$ cat config.mk
export PLATFORM = sky130hd
export DESIGN_NAME = psram_burst_scheduler
export DESIGN_NICKNAME = d
export VERILOG_FILES = /design/src/rtl/camera_control_pkg.sv /design/src/rtl/sched_rr_pick.sv /design/src/rtl/psram_burst_scheduler.sv
export SDC_FILE = /design/constraint.sdc
export NUM_CORES = 1
export LEC_CHECK = 0
export BUFFER_PORTS_ARGS = -buffer_cell sky130_fd_sc_hd__buf_4
export CAP_MARGIN = 20
export CORE_ASPECT_RATIO = 0.75
export CORE_MARGIN = 1
export CORE_UTILIZATION = 50
export CTS_CLUSTER_SIZE = 8
export DETAILED_ROUTE_END_ITERATION = 10
export HOLD_SLACK_MARGIN = 0.06
export PLACE_DENSITY = 0.8
export SLEW_MARGIN = 30
export SYNTH_ARGS = -nofsm -noshare
export SYNTH_HDL_FRONTEND = slang
export SYNTH_SLANG_ARGS = --single-unit
$ cat constraint.sdc
create_clock -name clk -period 2.4 [get_ports clk]
set_input_delay 0.12 -clock clk [delete_from_list [all_inputs] [get_ports clk]]
set_output_delay 0.12 -clock clk [all_outputs]
set_load 0.02 [all_outputs]
$ cat src/rtl/camera_control_pkg.sv
// camera_control_pkg: shared scheduler states, requester indices and burst sizing helper
package camera_control_pkg;
  typedef enum logic [1:0] {IDLE, WR_BURST, RD_WAIT, GAP} SchedStates;
  localparam bit WR_IDX = 1'b0;
  localparam bit RD_IDX = 1'b1;
  function automatic int burst_beats(input int memory_burst);
    return memory_burst / 4;
  endfunction
endpackage

$ cat src/rtl/sched_rr_pick.sv
// sched_rr_pick: two-requester round-robin picker with read-urgency override
module sched_rr_pick
  import camera_control_pkg::*;
(
  input  logic clk,
  input  logic rst_n,
  input  logic wr_rq,
  input  logic rd_rq,
  input  logic rd_urgent,
  input  logic take,
  output logic valid,
  output logic pick_rd,
  output logic urgent_win
);
  logic last_grant;
  assign valid = wr_rq | rd_rq;
  assign pick_rd = rd_rq & (rd_urgent | ~wr_rq | (last_grant == WR_IDX));
  // plain round-robin would have picked the write here
  assign urgent_win = rd_rq & wr_rq & rd_urgent & (last_grant == RD_IDX);
  always_ff @(posedge clk or negedge rst_n)
    if (!rst_n) last_grant <= RD_IDX;
    else if (take) last_grant <= pick_rd ? RD_IDX : WR_IDX;
endmodule

$ cat src/rtl/psram_burst_scheduler.sv
// psram_burst_scheduler: shares the pSRAM command channel between write and read bursts
// Optional burst/urgency statistics outputs under PSRAM_SCHED_STATS_EN.
module psram_burst_scheduler
  import camera_control_pkg::*;
#(
  parameter int BURST_BEATS = burst_beats(32),
  parameter int CMD_GAP     = 15,
  parameter int RD_TIMEOUT  = 64,
  parameter int ADDR_W      = 21
) (
  input  logic              clk,
  input  logic              rst_n,
  input  logic              init_done,
  input  logic              wr_rq,
  input  logic [ADDR_W-1:0] wr_addr,
  output logic              wr_ack,
  output logic              wr_done,
  input  logic              rd_rq,
  input  logic [ADDR_W-1:0] rd_addr,
  input  logic              rd_urgent,
  input  logic              rd_data_valid,
  output logic              rd_done,
  output logic              cmd,
  output logic              cmd_en,
  output logic [ADDR_W-1:0] addr,
  output logic              error,
  output logic              busy
`ifdef PSRAM_SCHED_STATS_EN
  ,
  output logic [15:0]       stat_wr_bursts,
  output logic [15:0]       stat_rd_bursts,
  output logic [15:0]       stat_urgent_wins
`endif
);
  localparam int BW = $clog2(BURST_BEATS + 1);
  localparam int TW = $clog2(RD_TIMEOUT + 1);
  localparam int GW = $clog2(CMD_GAP + 1);
  SchedStates state;
  logic [BW-1:0] beat_cnt;
  logic [TW-1:0] to_cnt;
  logic [GW-1:0] gap_cnt;
  logic take, pick_valid, pick_rd, urgent_win;
  assign take = (state == IDLE) && init_done && pick_valid;
  assign busy = state != IDLE;
  sched_rr_pick u_pick (
    .clk        (clk),
    .rst_n      (rst_n),
    .wr_rq      (wr_rq),
    .rd_rq      (rd_rq),
    .rd_urgent  (rd_urgent),
    .take       (take),
    .valid      (pick_valid),
    .pick_rd    (pick_rd),
    .urgent_win (urgent_win)
  );
  always_ff @(posedge clk or negedge rst_n)
    if (!rst_n) begin
      state    <= IDLE;
      beat_cnt <= '0;
      to_cnt   <= '0;
      gap_cnt  <= '0;
      cmd      <= 1'b0;
      cmd_en   <= 1'b0;
      addr     <= '0;
      wr_ack   <= 1'b0;
      wr_done  <= 1'b0;
      rd_done  <= 1'b0;
      error    <= 1'b0;
    end else begin
      cmd     <= 1'b0;
      cmd_en  <= 1'b0;
      addr    <= '0;
      wr_done <= 1'b0;
      rd_done <= 1'b0;
      case (state)
        IDLE: if (take) begin
          cmd      <= ~pick_rd;
          cmd_en   <= 1'b1;
          addr     <= pick_rd ? rd_addr : wr_addr;
          wr_ack   <= ~pick_rd;
          beat_cnt <= pick_rd ? '0 : BW'(1);
          to_cnt   <= '0;
          state    <= pick_rd ? RD_WAIT : WR_BURST;
        end
        // beat_cnt holds the number of wr_ack cycles already issued
        WR_BURST: if (beat_cnt == BW'(BURST_BEATS)) begin
          wr_ack  <= 1'b0;
          wr_done <= 1'b1;
          gap_cnt <= '0;
          state   <= GAP;
        end else beat_cnt <= beat_cnt + 1'b1;
        RD_WAIT: begin
          to_cnt <= to_cnt + 1'b1;
          if (rd_data_valid) beat_cnt <= beat_cnt + 1'b1;
          if (rd_data_valid && beat_cnt == BW'(BURST_BEATS - 1)) begin
            rd_done <= 1'b1;
            gap_cnt <= '0;
            state   <= GAP;
          end else if (to_cnt == TW'(RD_TIMEOUT - 1)) begin
            error   <= 1'b1;
            rd_done <= 1'b1;
            gap_cnt <= '0;
            state   <= GAP;
          end
        end
        GAP: if (gap_cnt == GW'(CMD_GAP - 1)) state <= IDLE;
             else gap_cnt <= gap_cnt + 1'b1;
        default: state <= IDLE;
      endcase
    end
`ifdef PSRAM_SCHED_STATS_EN
  always_ff @(posedge clk or negedge rst_n)
    if (!rst_n) begin
      stat_wr_bursts   <= '0;
      stat_rd_bursts   <= '0;
      stat_urgent_wins <= '0;
    end else begin
      if (wr_done && stat_wr_bursts != 16'hFFFF) stat_wr_bursts <= stat_wr_bursts + 1'b1;
      if (rd_done && stat_rd_bursts != 16'hFFFF) stat_rd_bursts <= stat_rd_bursts + 1'b1;
      if (take && urgent_win && stat_urgent_wins != 16'hFFFF) stat_urgent_wins <= stat_urgent_wins + 1'b1;
    end
`endif
endmodule
Word level (Yosys, flattened, before mapping)
Index checks and enable logic that the tools add are counted.
W data, S select, Z words.
{"block": "totals", "register_bits": 45, "out_inout_bits": 28}
{"block": "classes", "n_reduce_logical": 15, "eq_ne": 14, "muxes": 35, "n_bitwise": 8, "addsub": 3}
{"op": "$mux W21", "n": 3}
{"op": "$mux W4", "n": 7}
{"op": "$pmux W4 S3", "n": 2}
{"op": "$pmux W7 S2", "n": 1}
{"op": "$mux W1", "n": 13}
{"op": "$mux W2", "n": 6}
{"op": "$ne A2 B2 Y1 const B", "n": 6}
{"op": "$reduce_and A4 Y1", "n": 3}
{"op": "$add A4 B1 Y4 const B", "n": 2}
{"op": "$eq A4 B4 Y1 const B", "n": 2}
{"op": "$pmux W2 S4", "n": 1}
{"op": "$add A7 B1 Y7 const B", "n": 1}
{"op": "$eq A7 B6 Y1 const B", "n": 1}
{"op": "$mux W7", "n": 1}
{"op": "$reduce_and A3 Y1", "n": 2}
{"op": "$reduce_bool A2 Y1", "n": 3}
{"op": "$reduce_bool A3 Y1", "n": 2}
{"op": "$eq A2 B2 Y1 const B", "n": 2}
{"op": "$eq A4 B3 Y1 const B", "n": 1}
{"op": "$not A1 Y1", "n": 4}
{"op": "$logic_and A1 B1 Y1", "n": 3}
{"op": "$ne A3 B3 Y1 const B", "n": 1}
{"op": "$or A1 B1 Y1", "n": 3}
{"op": "$eq A2 B1 Y1 const B", "n": 1}
{"op": "4 further kinds", "n": 4}

Logic depth before layout (Yosys ltp)
Gate-level depths: netlist (run 1).
{"block": "logic_depth", "depth_word": 7, "ltp_mapped": 7, "depth_no_buf": 6}

Hierarchy
A second synthesis (run 1) with hierarchy kept.
{"block": "unflattened", "cells_unflattened": 230, "area_unflattened_um2": 2327.2}
{"module": "psram_burst_scheduler", "instances": 1, "area_per_inst_um2": 2253.4, "cells_each": 221}
{"module": "sched_rr_pick", "instances": 1, "area_per_inst_um2": 73.8, "cells_each": 9}

Least setup slack after synthesis (run 1)
No wires, ideal clock.
{"block": "synth_path", "kind": "reg2reg", "startpoint": "register state[1]", "endpoint": "register beat_cnt[3]", "t_required_ps": 2305, "path_buffers": 0, "path_slack_ps": 548, "period_less_slack_ps": 1852, "arrival_ps": 1757, "stages_incl_launch_ff": 7, "cell_sequence": "dfrtp_1 > inv_1 > ha_1 > and4b_4 > a2111o_1 > or2_0 > o31ai_1"}
{"block": "synth_via", "elab_chain_len": 5, "word_cells_on_any_way": 11, "classes_between": "eq/ne: 5; mux: 1; reduce/logical: 5"}
{"item": "start: declaration", "line_no": "psram_burst_scheduler.sv:38", "text": "SchedStates state;"}
{"item": "start signal: assignment", "line_no": "psram_burst_scheduler.sv:83", "text": "state <= pick_rd ? RD_WAIT : WR_BURST;"}
{"item": "$logic_not A2 Y1", "line_no": "psram_burst_scheduler.sv:43, psram_burst_scheduler.sv:75"}
{"item": "$logic_and A1 B1 Y1 (2 in series)", "line_no": "psram_burst_scheduler.sv:43", "text": "assign take = (state == IDLE) && init_done && pick_valid;"}
{"item": "$ne A2 B2 Y1 (no source line)"}
{"item": "$reduce_and A4 Y1 (no source line)"}
{"item": "end signal: assignment", "line_no": "psram_burst_scheduler.sv:81", "text": "beat_cnt <= pick_rd ? '0 : BW'(1);"}
{"item": "end signal: assignment", "line_no": "psram_burst_scheduler.sv:91", "text": "end else beat_cnt <= beat_cnt + 1'b1;"}
{"item": "end signal: assignment", "line_no": "psram_burst_scheduler.sv:94", "text": "if (rd_data_valid) beat_cnt <= beat_cnt + 1'b1;"}
{"item": "end: declaration", "line_no": "psram_burst_scheduler.sv:39", "text": "logic [BW-1:0] beat_cnt;"}
Several ways; a longest one is shown, not always the timed one.
A chain may end at the register's enable or synchronous reset.

Worst setup path after layout (run 1)
Same ends and word-level chain as after synthesis.

==> results by group, run 1 <==
CTS
  – Total CTS buffers: 5
  – Worst-Skew Late Latency: 0.29 ns
  – Htree depth: 2
  – CTS clk-pin slew, worst paths: 0.09 ns
  – Num Clock Sinks: 45
  – CTS tree: done
  – Clock Path Buffers: 2
  – Post-cts repair resize count: 0
  – Clk root buf: clkbuf_8

Finish
  – Share of cells above drive strength 1: 27.9%
  – Diodes inserted: 0
  – Nets: 392
  – Area Growth Syn to Fin: 38.2%

Synth
  – Mapped Nets: 304
  – #FFs+latches synth: 45
  – Synth Cell Area: 2270 um2
  – Syn avg cell area: 9.32 um2
  – Ys async rst share: 100%
  – Synth Flop Type: dfrtp_1
  – Sequential share of the synthesized area: 49.6%
  – Synth warn: 0
  – Distinct cell type count after synthesis: 47
  – Post-synth EDFFs: 0
  – Mapped Cells: 244

Route
  – Wire per inst: 14.4 um
  – Via count: 2,126
  – Vias per inst: 5.48
  – TritonRoute pass-1 iters: 4
  – Final wirelength: 5570 um
  – Post-DRT Antenna Nets: 0
  – DRT iter0 DRCs: 163
  – DRC: 0

GRT
  – Global-route wire length before repair: 8400 um
  – Largest net degree at the start of global routing: 46
  – Initial antenna violation count: 0
  – GRT Total Usage: 23.0%
  – Overflow after GRT: 0
  – Vias in the first global route: 1,884

STA
  – Unrepaired setup endpoints after global routing: no
  – Final Cycle Share: 85.5%
  – FMAX: 487 MHz
  – Final Setup Violations: 0
  – Fin. max-slew vios: 0
  – Slew margin rel.: 62.5%
  – Period minus WS final: 2.05 ns
  – Setup TNS: 0 ns
  – Worst Tran Pin Value: 0.562 ns
  – Layout Skew: 0.00412 ns
  – Final hold viol count: 0

Power
  – Leak Pwr: 0.00157 uW
  – Max rail drop VDD: 0.000621 V
  – Final Power: 2910 uW
  – Power per cell area: 927 nW/um2

Run status
  – Outcome: completed

Die
  – Die area: 4830 um2
  – IO Count: 77
  – Die Width: 79.9 um
  – Rows: 20
  – Core box area: 4200 um2
  – Initial Util: 54.1%
  – Die Y: 60.4 um

Placement
  – HPWL after DPL: 3690 um
  – IO Port Bufs: 76
  – Gpl congestion: 0.809

Flow run
  – MaxCap Viol Count: 0

Worst setup path
  – Top delay family on crit path: compound AO/OA/AOI/OAI gates
  – Crit path DAT: 2.26 ns
  – Critical Path RT: 2.60 ns
  – Worst Setup End Kind: flop
  – Critical path cell sequence: inv_1 > ha_1 > and4b_4 > a2111o_1 > or2_0 > o31ai_1
  – Slowest-stage cell, CP: a2111o_1
  – CP Class: reg -> reg
  – CP peak stage delay: 0.46 ns
  – Buffers and inverters on the worst path: 1
  – CP Launch Type: flop
  – CP max FO: 7

Hold path
  – Worst Hold Class: in -> reg
==> synthesized netlist by cell type (2+ instances only) <==
master	n	area share, %
mux2_1	2	0.99
a31oi_1	2	0.55
ha_1	11	6.1
clkbuf_1	10	1.7
o21ai_1	3	0.66
o21a_1	4	1.3
a32o_1	2	0.88
o31ai_1	2	0.66
o211ai_1	4	1.3
nand3_1	8	1.8
nand2_1	59	9.7
nand2b_1	2	0.55
o21bai_1	2	0.66
nor2b_1	2	0.55
dfrtp_1	44	48
mux2i_1	7	3.1
inv_1	10	1.7
nor3_1	3	0.66
nand4_1	2	0.55
nor2_1	6	0.99
buf_2	2	0.44
a21oi_1	26	5.7
o21ai_0	7	1.5
==> cell type report <==
cell class	instances	area, um2
multi-input combinational	177	1060
inverter	10	37.5
fill	321	1060
tap	55	68.8
clock inverter	2	37.5
timing repair buffer	93	728
sequential	45	1130
clock buffer	6	82.6
==> worst min-delay path, cell delays in order <==
cell and delay (ns):
buf_4 0.11, nand2_1 0.05, a21oi_1 0.05
==> registers in the layout (all words and copies together) (netlist names) <==
name and count:
state 2, rd_done 1, wr_ack 1, beat_cnt 4
cmd_en 1, wr_done 1, to_cnt 7, u_pick.last_grant 1
error 1, addr 21, gap_cnt 4, cmd 1
==> per-stage QoR <==
step | hold slack [ns] | utilization, % | worst slack, ns | cells | cell area, um2
2_1_floorplan | -0.176 | - | 0.548 | 244 | 2270
3_3_place_gp | 0.152 | 69.1 | 0.462 | 368 | 2900
3_5_place_dp | 0.151 | 69.1 | 0.369 | 368 | 2900
4_1_cts | 0.0602 | 74.1 | 0.352 | 385 | 3110
5_1_grt | 0.0620 | 74.8 | 0.211 | 388 | 3140
6_report | 0.0627 | 74.8 | 0.348 | 388 | 3140
==> layout by cell type, fill, tap and decap left out, types with 6 or more instances in the layout <==
cell	instances
dlygate4sd3_1	12
buf_4	81
a21oi_1	26
mux2i_1	7
nand3_1	8
nand2_1	59
o21ai_0	7
inv_1	10
ha_1	11
clkbuf_8	6
dfrtp_1	44
nor2_1	6
==> where the power goes <==
part | switching, uW | total [uW] | internal (uW)
combinational | 702 | 1250 | 550
sequential | 150 | 1070 | 917
clock | 255 | 593 | 339
total | 1110 | 2910 | 1810
==> routing by layer <==
| layer | share of wire [%] | routed length [um] | GRT usage, % |
|---|---|---|---|
| met2 | 47 | 2640 | 36.9 |
| met1 | 45 | 2520 | 30.6 |
| met3 | 5.0 | 280 | 5.56 |
| met5 | 0 | 0 | 0 |
| met4 | 2.3 | 126 | 9.44 |
==> cells by family after synthesis <==
logic type	Yosys count	share of synthesized area [%]
flops	45	49.6
simple gates	90	17.7
xor+xnor	1	0.385
buf+inv	22	3.74
mux	9	4.07
fa+ha+maj	11	6.05
compound gates	66	18.5
==> repair_timing <==
item / CTS / global route
hold endpoints to repair: 52 / 3
setup buffers: 0 / 0
hold buffers: 9 / 3
==> final timing paths <==
check                                start           endpoint  slack (ns)  cells past startpoint
worst max register to register    state[1]        beat_cnt[3]        0.35                      6
worst min-delay path            rd_addr[0]            addr[0]        0.06                      3
worst max-delay path              state[1]        beat_cnt[3]        0.35                      6
worst min register to register       error              error        0.49                      1
min in group asynchronous            rst_n          to_cnt[4]        0.35                      2
max in group asynchronous            rst_n  u_pick.last_grant        1.66                      2
(Power assumes the default switching activity.)
==> inputs of run 2 (changes only) <==
- CORE_UTILIZATION: 50 -> 30
- PLACE_DENSITY: 0.8 -> 0.53
==> run 2 against run 1 <==
  * Count of clock-buffer cells in the layout increased by 1
  * Total power rose by 1.1%
  * Cell area rose by 6.9%
  * Clock power grew 0.7%
  * Via count decreased by 1.2%
  * Core utilization down 29 points
  * Die area increased by 64%
  * Critical path depth unchanged
  * First-iteration DRC count is 69% lower
  * Final cell count increased by 16%
  * Setup slack got worse by 0.068 ns
  * Worst hold slack gained 0.0085 ns
  * Largest power group unchanged
==> results by group, run 2 (synthesized netlist as in run 1, its figures left out) <==
STA
  – Layout Skew: 0.0118 ns (was 0.00412 ns)
  – Final Cycle Share: 88.4% (was 85.5%)
  – Slew margin rel.: 59.5% (was 62.5%)
  – FMAX: 472 MHz (was 487 MHz)
  – Fin. max-slew vios: 0 (unchanged)
  – Final Setup Violations: 0 (unchanged)
  – Final hold viol count: 0 (unchanged)
  – Period minus WS final: 2.12 ns (was 2.05 ns)
  – Final hold slack: 0.0712 ns (was 0.0627 ns)
  – Worst Tran Pin Value: 0.608 ns (was 0.562 ns)
  – Setup TNS: 0 ns (unchanged)
  – Unrepaired setup endpoints after global routing: no (unchanged)

Finish
  – Max reg flops: 21 (unchanged)
  – Fillers: 709 (was 321)
  – Design Area, Final: 3360 um2 (was 3140 um2)
  – Diodes inserted: 0 (unchanged)
  – Most frequent cells in the layout: 81 x buf_4, 59 x nand2_1, 44 x dfrtp_1 (unchanged)
  – Nets: 408 (was 392)
  – Area Growth Syn to Fin: 47.8% (was 38.2%)
  – Biggest regs: addr (21), to_cnt (7) (unchanged)
  – Reg with most FFs: addr (unchanged)
  – Share of cells above drive strength 1: 26.6% (was 27.9%)
  – Most common cell after layout, fill and taps aside: buf_4 (unchanged)

Route
  – DRC: 0 (unchanged)
  – Vias per inst: 4.67 (was 5.48)
  – TritonRoute pass-1 iters: 4 (unchanged)
  – Post-DRT Antenna Nets: 0 (unchanged)
  – Via count: 2,100 (was 2,126)
  – Final wirelength: 5920 um (was 5570 um)
  – Wire per inst: 13.2 um (was 14.4 um)
  – DRT iter0 DRCs: 50 (was 163)

Placement
  – Gpl congestion: 0.710 (was 0.809)
  – Placed cell areas: 2970 um2 (was 2900 um2)
  – IO Port Bufs: 76 (unchanged)
  – HPWL after DPL: 3950 um (was 3690 um)

Hold path
  – Worst hold endpoint: addr[16] (was addr[0])
  – Worst Hold Class: in -> reg (unchanged)
  – Hold depth: 3 (unchanged)
  – Hold_sp: wr_addr[16] (was rd_addr[0])

Die
  – IO Count: 77 (unchanged)
  – Die Y: 77.4 um (was 60.4 um)
  – Initial Util: 31.0% (was 54.1%)
  – Core box area: 7330 um2 (was 4200 um2)
  – Die area: 7940 um2 (was 4830 um2)
  – Rows: 27 (was 20)
  – Die Width: 103 um (was 79.9 um)

Worst setup path
  – Cells on worst reg2reg path: 6 (unchanged)
  – CP Class: reg -> reg (unchanged)
  – Critical Path RT: 2.58 ns (was 2.60 ns)
  – CP max FO: 15 (was 7)
  – R2r startpoint: u_pick.last_grant (was state[1])
  – Crit path DAT: 2.30 ns (was 2.26 ns)
  – Register-to-register setup slack: 0.28 ns (was 0.35 ns)
  – CP Launch Type: flop (unchanged)
  – Worst Setup End Kind: flop (unchanged)
  – RR Endpoint: addr[12] (was beat_cnt[3])

CTS
  – CTS tree: done (unchanged)
  – Total CTS buffers: 5 (unchanged)
  – Clock Path Buffers: 2 (unchanged)
  – Num Clock Sinks: 45 (unchanged)
  – Setup repair bufs after CTS: 0 (unchanged)
  – Htree depth: 2 (unchanged)
  – CTS clk-pin slew, worst paths: 0.08 ns (was 0.09 ns)
  – Worst-Skew Late Latency: 0.30 ns (was 0.29 ns)
  – Clk root buf: clkbuf_8 (unchanged)

Power
  – Clock Power Share: 20.3% (was 20.4%)
  – Switching share of power: 37.7% (was 38.0%)
  – NetSw: 1110 uW (about the same)
  – Pint: 1830 uW (was 1810 uW)
  – Power per cell area: 876 nW/um2 (was 927 nW/um2)
  – Share of power burned in registers: 36.2% (was 36.7%)
  – Max rail drop VDD: 0.000378 V (was 0.000621 V)
  – Final Power: 2950 uW (was 2910 uW)
  – Leak Pwr: 0.00167 uW (was 0.00157 uW)
  – Combinational Power Share: 43.6% (was 43.0%)

GRT
  – GRT Total Usage: 15.8% (was 23.0%)
  – Largest net degree at the start of global routing: 46 (unchanged)
  – Overflow after GRT: 0 (unchanged)
  – Vias in the first global route: 2,103 (was 1,884)
  – Initial antenna violation count: 0 (unchanged)
  – Global-route wire length before repair: 9740 um (was 8400 um)

Run status
  – Outcome: completed (unchanged)

Flow run
  – MaxCap Viol Count: 0 (unchanged)
run 2: routing by layer:
| layer | wire (um) | vias up | track usage [%] |
|---|---|---|---|
| met5 | 0 | - | 0 |
| met4 | 58 | 0 | 4.86 |
| met3 | 336 | 5 | 3.69 |
| met2 | 2740 | 53 | 25.7 |
| met1 | 2780 | 989 | 20.7 |
| li1 | - | 1053 | - |
run 2: stage by stage:
| step | setup WS [ns] | utilization (%) | std cells |
|---|---|---|---|
| after floorplan | 0.548 | - | 244 |
| after global placement | 0.445 | 40.5 | 414 |
| after detailed placement | 0.342 | 40.5 | 414 |
| after CTS | 0.259 | 45.9 | 450 |
| after global routing | 0.0821 | 45.9 | 450 |
| final | 0.279 | 45.9 | 450 |
run 2: area by class of cell:
cell class / count / area [um2] / share of cell area, %
multi-input combinational: 177 / 1070 / 31.7
clock inverter: 1 / 30.0 / 0.893
sequential: 45 / 1130 / 33.5
clock buffer: 7 / 86.3 / 2.57
timing repair buffer: 109 / 888 / 26.4
inverter: 10 / 37.5 / 1.12
tap: 101 / 126 / 3.76
run 2: power groups by stage:
stage / Sequential, uW / Combinational [uW] / Clock [uW]
6_report: 1070 / 1280 / 597
5_1_grt: 1090 / 1440 / 641
4_1_cts: 1060 / 1290 / 622
3_5_place_dp: 1080 / 1240 / 0
3_3_place_gp: 1070 / 1240 / 0
2_1_floorplan: 1090 / 838 / 0
run 2: worst max-delay path by stage:
stage                                  from  slack, ns  cells after the start           to
after global routing      u_pick.last_grant       0.08                      6     addr[20]
after floorplan                    state[1]       0.55                      6  beat_cnt[3]
after CTS                 u_pick.last_grant       0.26                      6     addr[12]
final                     u_pick.last_grant       0.28                      6     addr[12]
after global placement             state[1]       0.44                      6  beat_cnt[3]
after detailed placement           state[1]       0.34                      6  beat_cnt[3]
run 2: critical path: stages (launching register included):
cell and delay, ns:
dfstp_2 0.55, nand2_1 0.08, o21a_1 0.39, buf_4 0.29, nand2_1 0.08, a21oi_1 0.05
dlygate4sd3_1 0.56
run 2: what timing repair did:
action,4_1_cts,5_1_grt
hold buffers,28,0
hold endpoints to repair,61,0
gates resized for setup,0,0
==> inputs of run 3 (changes only) <==
- PLACE_DENSITY: 0.53 -> default
==> run 3 against run 2 <==
  * Die area stayed put
  * Routed wire length decreased by 1.9%
  * Global-route usage fell by 0.26 points
  * First-iteration DRC count shrank 24%
  * Clock power up 17%
  * Largest cell class unchanged
==> results by group, run 3 (synthesized netlist as in run 1, its figures left out) <==
STA
  – Slew margin rel.: 60.9% (was 59.5%)
  – Final hold slack: 0.0619 ns (was 0.0712 ns)
  – Worst Tran Pin Value: 0.587 ns (was 0.608 ns)
  – Final Setup Violations: 0 (unchanged)
  – Unrepaired setup endpoints after global routing: no (unchanged)
  – Final Cycle Share: 85.1% (was 88.4%)
  – Final hold viol count: 0 (unchanged)
  – Fin. max-slew vios: 0 (unchanged)
  – FMAX: 490 MHz (was 472 MHz)
  – Layout Skew: 0.00946 ns (was 0.0118 ns)
  – Setup TNS: 0 ns (unchanged)
  – Period minus WS final: 2.04 ns (was 2.12 ns)

CTS
  – Htree depth: 2 (unchanged)
  – Post-cts repair resize count: 0 (unchanged)
  – Setup repair bufs after CTS: 0 (unchanged)
  – Worst-Skew Late Latency: 0.30 ns (about the same)
  – CTS clk-pin slew, worst paths: 0.09 ns (was 0.08 ns)
  – CTS tree: done (unchanged)
  – Hold-fix buffers, CTS: 37 (was 28)
  – Clock Path Buffers: 2 (unchanged)
  – Total CTS buffers: 5 (unchanged)
  – Clk root buf: clkbuf_8 (unchanged)
  – Num Clock Sinks: 45 (unchanged)

Worst setup path
  – Top delay family on crit path: compound AO/OA/AOI/OAI gates (was buffers and inverters)
  – CP Launch Type: flop (unchanged)
  – Worst Setup End Kind: flop (unchanged)
  – Critical path depth: 6 (unchanged)
  – CP Class: reg -> reg (unchanged)
  – Cells on worst reg2reg path: 6 (unchanged)
  – CP peak stage delay: 0.48 ns (was 0.56 ns)
  – CP max FO: 7 (was 15)
  – Slowest-stage cell, CP: a2111o_1 (was dlygate4sd3_1)
  – Critical path cell sequence: inv_1 > ha_1 > and4b_4 > a2111o_1 > or2_0 > o31ai_1 (was nand2_1 > o21a_1 > buf_4 > nand2_1 > a21oi_1 > dlygate4sd3_1)
  – Critical Path RT: 2.62 ns (was 2.58 ns)
  – Crit path DAT: 2.26 ns (was 2.30 ns)
  – Buffers and inverters on the worst path: 1 (was 2)

Finish
  – Area Growth Syn to Fin: 52.7% (was 47.8%)
  – Most common cell after layout, fill and taps aside: buf_4 (unchanged)
  – Diodes inserted: 0 (unchanged)
  – Reg with most FFs: addr (unchanged)
  – Biggest regs: addr (21), to_cnt (7) (unchanged)
  – Nets: 417 (was 408)
  – Share of cells above drive strength 1: 26.3% (was 26.6%)
  – Most frequent cells in the layout: 81 x buf_4, 59 x nand2_1, 44 x dfrtp_1 (unchanged)
  – Multi-input gate area: 1070 um2 (unchanged)
  – Fillers: 695 (was 709)
  – Max reg flops: 21 (unchanged)
  – FF/Latch Area: 1130 um2 (unchanged)

Route
  – Vias per inst: 4.69 (was 4.67)
  – Final wirelength: 5800 um (was 5920 um)
  – DRT iter0 DRCs: 38 (was 50)
  – Via count: 2,154 (was 2,100)
  – Wire per inst: 12.6 um (was 13.2 um)
  – TritonRoute pass-1 iters: 4 (unchanged)
  – DRC: 0 (unchanged)
  – Post-DRT Antenna Nets: 0 (unchanged)

Power
  – Power per cell area: 883 nW/um2 (was 876 nW/um2)
  – Max rail drop VDD: 0.000361 V (was 0.000378 V)
  – Leak Pwr: 0.00173 uW (was 0.00167 uW)

Flow run
  – MaxCap Viol Count: 0 (unchanged)

GRT
  – Vias in the first global route: 2,157 (was 2,103)
  – Global-route wire length before repair: 9710 um (was 9740 um)
  – GRT Total Usage: 15.5% (was 15.8%)
  – Largest net degree at the start of global routing: 46 (unchanged)
  – Initial antenna violation count: 0 (unchanged)
  – Overflow after GRT: 0 (unchanged)

Hold path
  – Hold depth: 3 (unchanged)
  – Worst Hold Class: in -> reg (unchanged)

Placement
  – Gpl congestion: 0.741 (was 0.710)
  – IO Port Bufs: 76 (unchanged)
  – HPWL after DPL: 3940 um (was 3950 um)

Die
  – Rows: 27 (unchanged)
  – IO Count: 77 (unchanged)
  – Core box area: 7330 um2 (unchanged)
  – Initial Util: 31.0% (unchanged)
  – Die Y: 77.4 um (unchanged)
  – Die area: 7940 um2 (unchanged)
  – Die Width: 103 um (unchanged)

Run status
  – Outcome: completed (unchanged)
==> run 3: power by group <==
group	total, uW	internal, uW	switching, uW
Clock	700	419	280
Sequential	1070	917	148
Combinational	1300	591	712
Total	3070	1930	1140
==> run 3: cell type report <==
cell class                 count  share of cell area [%]
tap                          101                    3.64
sequential                    45                    32.5
clock buffer                   5                    1.98
clock inverter                 3                    1.98
inverter                      10                    1.08
multi-input combinational    177                    30.7
timing repair buffer         118                    28.2
==> run 3: worst min-delay path: stages <==
cell and delay (ns):
buf_4 0.11, nand2_1 0.05, a21oi_1 0.05
==> run 3: path summary, 6_finish.rpt <==
kind | from | to | slack (ns)
worst max register to register | state[1] | beat_cnt[3] | 0.36
worst min register to register | u_pick.last_grant | u_pick.last_grant | 0.49
worst max-delay path | state[1] | beat_cnt[3] | 0.36
max in group asynchronous | rst_n | wr_done | 1.65
worst min-delay path | rd_addr[4] | addr[4] | 0.06
min in group asynchronous | rst_n | gap_cnt[3] | 0.35
==> run 3: routing by layer <==
| layer | wire, um | track usage (%) | share of wire [%] |
|---|---|---|---|
| met3 | 310 | 4.41 | 5.3 |
| met5 | 0 | 0 | 0 |
| met2 | 2760 | 25.5 | 47 |
| met1 | 2690 | 20.2 | 46 |
| met4 | 46 | 3.43 | 0.79 |
==> run 3: through the flow <==
step	total power (uW)	util [%]	setup slack, ns	std cells	instance area [um2]
after floorplan	1930	-	0.548	244	2270
after global placement	2280	40.5	0.453	414	2970
after detailed placement	2320	40.5	0.361	414	2970
after CTS	3090	47.4	0.371	459	3470
after global routing	3310	47.4	0.210	459	3470
final	3070	47.4	0.358	459	3470
